<file path="src/rtl/fetch_decode_assembler.sv">
// IF/ID pipeline register that assembles opcode + 16-bit immediate pairs
// from a one-word-per-cycle fetch stream into single decode packets, with
// stall (hold) and flush (bubble injection) control from hazard logic.
module fetch_decode_assembler #(
    parameter logic [15:0] NOP_WORD  = 16'h4000,
    parameter logic [4:0]  IMM_MASK  = 5'b11000,
    parameter logic [4:0]  IMM_MATCH = 5'b11000,
    parameter int          CNT_WIDTH = 32
) (
    input  logic                 clk,
    input  logic                 reset,
    input  logic                 fetch_valid,
    input  logic [15:0]          fetch_word,
    input  logic [31:0]          fetch_pc_plus_one,
    input  logic                 stall,
    input  logic                 flush,
    output logic                 fetch_ready,
    output logic                 imm_pending,
    output logic                 id_valid,
    output logic [15:0]          id_instruction,
    output logic [15:0]          id_immediate,
    output logic                 id_has_imm,
    output logic [31:0]          id_pc_plus_one,
    output logic [CNT_WIDTH-1:0] instr_count
);

    typedef enum logic {
        ST_FIRST    = 1'b0,
        ST_IMM_WAIT = 1'b1
    } state_t;

    state_t                state_q, state_d;
    logic [15:0]           hold_word_q, hold_word_d;
    logic                  id_valid_q, id_valid_d;
    logic [15:0]           id_instruction_q, id_instruction_d;
    logic [15:0]           id_immediate_q, id_immediate_d;
    logic                  id_has_imm_q, id_has_imm_d;
    logic [31:0]           id_pc_plus_one_q, id_pc_plus_one_d;
    logic [CNT_WIDTH-1:0]  instr_count_q, instr_count_d;
    logic                  needs_imm;

    localparam logic [CNT_WIDTH-1:0] CNT_ONE = {{(CNT_WIDTH-1){1'b0}}, 1'b1};

    // Only meaningful for an opcode word; the immediate word is never tested.
    assign needs_imm   = ((fetch_word[15:11] & IMM_MASK) == IMM_MATCH);
    // Flush drops the presented word, so fetch may advance past it.
    assign fetch_ready = !stall || flush;
    assign imm_pending = (state_q == ST_IMM_WAIT);

    assign id_valid       = id_valid_q;
    assign id_instruction = id_instruction_q;
    assign id_immediate   = id_immediate_q;
    assign id_has_imm     = id_has_imm_q;
    assign id_pc_plus_one = id_pc_plus_one_q;
    assign instr_count    = instr_count_q;

    // Next-state / next-packet selection: flush > stall > normal assembly.
    always_comb begin
        state_d          = state_q;
        hold_word_d      = hold_word_q;
        id_valid_d       = id_valid_q;
        id_instruction_d = id_instruction_q;
        id_immediate_d   = id_immediate_q;
        id_has_imm_d     = id_has_imm_q;
        id_pc_plus_one_d = id_pc_plus_one_q;
        instr_count_d    = instr_count_q;

        if (flush) begin
            state_d          = ST_FIRST;
            hold_word_d      = '0;
            id_valid_d       = 1'b0;
            id_instruction_d = NOP_WORD;
            id_immediate_d   = '0;
            id_has_imm_d     = 1'b0;
        end else if (!stall) begin
            // Bubble unless a packet completes below; pc is left as-is.
            id_valid_d       = 1'b0;
            id_instruction_d = NOP_WORD;
            id_immediate_d   = '0;
            id_has_imm_d     = 1'b0;
            case (state_q)
                ST_FIRST: begin
                    if (fetch_valid) begin
                        if (needs_imm) begin
                            hold_word_d = fetch_word;
                            state_d     = ST_IMM_WAIT;
                        end else begin
                            id_valid_d       = 1'b1;
                            id_instruction_d = fetch_word;
                            id_pc_plus_one_d = fetch_pc_plus_one;
                            instr_count_d    = instr_count_q + CNT_ONE;
                        end
                    end
                end
                ST_IMM_WAIT: begin
                    if (fetch_valid) begin
                        id_valid_d       = 1'b1;
                        id_instruction_d = hold_word_q;
                        id_immediate_d   = fetch_word;
                        id_has_imm_d     = 1'b1;
                        id_pc_plus_one_d = fetch_pc_plus_one;
                        instr_count_d    = instr_count_q + CNT_ONE;
                        state_d          = ST_FIRST;
                    end
                end
                default: state_d = ST_FIRST;
            endcase
        end
    end

    // State and registered decode packet; reset may arrive mid-assembly.
    always_ff @(posedge clk or posedge reset) begin
        if (reset) begin
            state_q          <= ST_FIRST;
            hold_word_q      <= '0;
            id_valid_q       <= 1'b0;
            id_instruction_q <= NOP_WORD;
            id_immediate_q   <= '0;
            id_has_imm_q     <= 1'b0;
            id_pc_plus_one_q <= '0;
            instr_count_q    <= '0;
        end else begin
            state_q          <= state_d;
            hold_word_q      <= hold_word_d;
            id_valid_q       <= id_valid_d;
            id_instruction_q <= id_instruction_d;
            id_immediate_q   <= id_immediate_d;
            id_has_imm_q     <= id_has_imm_d;
            id_pc_plus_one_q <= id_pc_plus_one_d;
            instr_count_q    <= instr_count_d;
        end
    end

endmodule

</file>
<file path="config.mk">
export PLATFORM = sky130hd
export DESIGN_NAME = fetch_decode_assembler
export DESIGN_NICKNAME = d
export VERILOG_FILES = /design/src/rtl/fetch_decode_assembler.sv
export SDC_FILE = /design/constraint.sdc
export NUM_CORES = 1
export LEC_CHECK = 0
export BUFFER_PORTS_ARGS = -buffer_cell sky130_fd_sc_hd__buf_2
export CORE_MARGIN = 1
export CORE_UTILIZATION = 54
export DETAILED_ROUTE_END_ITERATION = 10
export PLACE_DENSITY_LB_ADDON = 0.12
export SLEW_MARGIN = 25
export SYNTH_ARGS = -nofsm -noshare
export SYNTH_HDL_FRONTEND = slang
export SYNTH_SLANG_ARGS = --single-unit
</file>
<file path="constraint.sdc">
create_clock -name clk -period 7.2 [get_ports clk]
set_clock_uncertainty 0.2 [all_clocks]
set_input_delay 1.44 -clock clk [delete_from_list [all_inputs] [get_ports clk]]
set_output_delay 1.44 -clock clk [all_outputs]
set_load 0.05 [all_outputs]
</file>
==> key figures <==
Global routing
  – Grt met3 use: 8.852%
  – GR met2 Demand/Resource: 40.18%
  – Met1 usage: 32.53%
  – Global route hottest layer: met2
  – Global route overflow: 0
  – Vias in the first global route: 3643
  – Global-route wire length before repair: 17480 µm
  – Total GRT Usage: 25.37%
  – Initial antenna violation count: 0
  – Largest net degree at the start of global routing: 74

Yosys
  – Avg Cell Area, Syn: 10.37 µm²
  – Mapped Nets: 511
  – Synth Flop Type: dfrtp_1
  – #FFs+latches synth: 115
  – FFs w/ async S/R, synth: 100.0%
  – Post-synthesis cell area: 4738 µm²
  – Post-synth EDFFs: 0
  – Synth Instances: 457
  – YS warnings: 0
  – Library cells used by synthesis: 35
  – Seq/Total Area, Yosys: 60.76%

Worst setup path
  – CP max FO: 38
  – Startpoint types: input pin
  – Critical path required time: 5.56 ns
  – WP data arrival: 2.69 ns
  – Crit Path Class: input pin to primary output
  – Reg-to-reg slack, setup: 4.69 ns
  – Worst setup startpoint: flush
  – Worst R2R Start: imm_pending
  – Crit end category: primary output

Drt
  – Final ANT Viol Nets: 0
  – DRC viols: 0
  – Via count: 3823
  – Initial detailed-routing violation count: 155
  – Avg Vias per Cell: 5.280
  – Post-Route WL: 10790 µm
  – Number of iterations in the first detailed-routing pass: 5
  – WL per Instance: 14.90 µm

Worst hold path
  – Worst Hold Class: flip-flop to flip-flop
  – Hold Path Origin: id_pc_plus_one[12]

Placed design
  – Gp weighted congestion: 0.7751
  – HPWL after DPL: 6972 µm
  – I/O Buffers: 152
  – Post-DP Area: 5585 µm²

Floorplan
  – IO Pins: 153
  – Row cnt: 33
  – Initial Util: 56.81%
  – Die Wd: 95.67 µm
  – Core area: 8341 µm²
  – Die Ht: 95.67 µm
  – Die Footprint: 9153 µm²

Clock tree
  – Cts bufs inserted: 17
  – # hold bufs at CTS: 0
  – H-tree Lvls: 4
  – CTS sink cnt: 115
  – CTS tree: yes
  – Clock transition at path regs: 0.06 ns
  – Resized Gates After CTS: 0
  – Post-CTS setup buffer count: 0
  – Maximum root-to-sink buffer count: 2
  – Clock Latency Late Sink: 0.50 ns
  – CTS root buf: clkbuf_8

STA
  – Clock period minus worst slack: 4.334 ns
  – Final hold violation count: 0
  – Slew Limit Headroom: 37.52%
  – Setup TNS: 0 ns
  – Final period utilization: 60.19%
  – Worst slew pin tran: 0.9354 ns
  – F_max: 230.7 MHz
  – Setup-failing EPs final: 0
  – Fin. max-slew vios: 0
  – RSZ-0062 raised after global routing: no

Power
  – Clock power share: 44.2%
  – Switching pwr: 590.8 µW
  – Pwr dens: 313.5 nW/µm²
  – Worst VDD drop: 0.2202 mV
  – Proportion of power drawn by combinational gates: 17.9%
  – Pint: 1.353 mW
  – Sequential share of power: 38.0%
  – Leakage Power: 3.329 nW
  – Sw Share: 30.40%

Layout
  – Area Overhead vs Synth: 30.84%
  – Final nets: 661
  – Commonest non-fill, non-tap cell in the layout: buf_2
  – Design area: 6200 µm²
  – Most frequent cells in the layout: 152 x buf_2, 144 x nand2_1, 114 x dfrtp_1
  – ANT cells: 0
  – Layout cells sized above 1: 31.99%
  – Fillers: 645

Outcome
  – Status: finished, final reports clean

Flow run
  – Max-cap viol count: 0
==> path summary, 6_finish.rpt <==
| check | endpoint | cells past startpoint |
|---|---|---|
| max | fetch_ready | 5 |
| min | id_pc_plus_one[12] | 2 |
| max reg2reg | id_immediate[6] | 3 |
| min reg2reg | id_pc_plus_one[12] | 2 |
| max in group asynchronous | instr_count[20] | 3 |
| min in group asynchronous | id_pc_plus_one[7] | 2 |
==> layout make-up <==
type / instances / area, µm² / share of cell area (%)
clock buffers: 21 / 449.2 / 7.245
clock inverters: 10 / 156.4 / 2.523
inverters: 6 / 25.02 / 0.4036
multi-input cells: 312 / 1768 / 28.52
flip-flops and latches: 115 / 2879 / 46.44
well taps: 105 / 131.4 / 2.119
repair buffers: 155 / 790.8 / 12.75
==> registers in the layout, indices dropped and copies added, names as in the netlist <==
register	cells
id_pc_plus_one	32
instr_count	32
hold_word_q	16
id_immediate	16
id_instruction	16
id_has_imm	1
id_valid	1
imm_pending	1
==> power groups by stage <==
stage / Clock, mW / Combinational (mW) / Sequential, mW
3_5_place_dp: 0 / 0.348 / 0.745
4_1_cts: 0.869 / 0.349 / 0.737
3_3_place_gp: 0 / 0.343 / 0.744
5_1_grt: 0.900 / 0.371 / 0.745
6_report: 0.859 / 0.347 / 0.738
2_1_floorplan: 0 / 0.0785 / 0.920
==> cell families after synthesis <==
group                      after synthesis  share of synthesized area [%]
xor gates and xnor gates                31                          5.730
muxes                                    2                         0.4225
DFF                                    115                          60.76
buffers and inverters                   30                          2.403
AOI/OAI and AO/OA                       49                          7.711
adders and majority gates                1                         0.2640
and+or+nand+nor                        229                          22.71
==> critical path: stages <==
cell and delay, ns:
buf_2 0.58, nor2b_1 0.10, buf_4 0.23, inv_1 0.07
buf_2 0.25
==> per-layer routing <==
| layer | share of wire, % | vias up |
|---|---|---|
| met4 | 0.96 | 0 |
| li1 | - | 1828 |
| met3 | 6.1 | 10 |
| met2 | 48 | 128 |
| met5 | 0 | - |
| met1 | 44 | 1857 |
==> Yosys cell counts, types with 2 or more instances <==
| cell | instances | area [µm²] |
|---|---|---|
| nand2_1 | 145 | 544.3 |
| dfrtp_1 | 114 | 2853 |
| clkbuf_1 | 23 | 86.33 |
| xnor2_1 | 23 | 201.4 |
| nor3_1 | 17 | 85.08 |
| a21oi_1 | 16 | 80.08 |
| a22o_1 | 16 | 140.1 |
| nor2_1 | 15 | 56.30 |
| nor2b_1 | 15 | 93.84 |
| a221oi_1 | 14 | 122.6 |
| nand3_1 | 9 | 45.04 |
| xor2_1 | 8 | 70.07 |
| inv_1 | 6 | 22.52 |
| nand4_1 | 5 | 31.28 |
| and3_1 | 3 | 18.77 |
| and4_1 | 3 | 26.28 |
| mux2i_1 | 2 | 20.02 |
| nand2b_1 | 2 | 12.51 |
| nand3b_1 | 2 | 15.01 |
| nand4_2 | 2 | 25.02 |
| nor3b_2 | 2 | 25.02 |
| nor4_4 | 2 | 42.54 |
==> stage by stage <==
step	setup slack, ns	util (%)	hold slack [ns]	total power, mW	cells
floorplan	2.518	-	0.2660	0.9981	457
global placement	2.919	66.76	0.2523	1.087	692
detailed placement	2.903	66.97	0.2574	1.093	693
CTS	2.899	74.23	0.2721	1.955	724
global route	2.761	74.33	0.2909	2.016	724
finish	2.866	74.33	0.2713	1.943	724
Note: power is estimated with default switching activity, not from simulation.
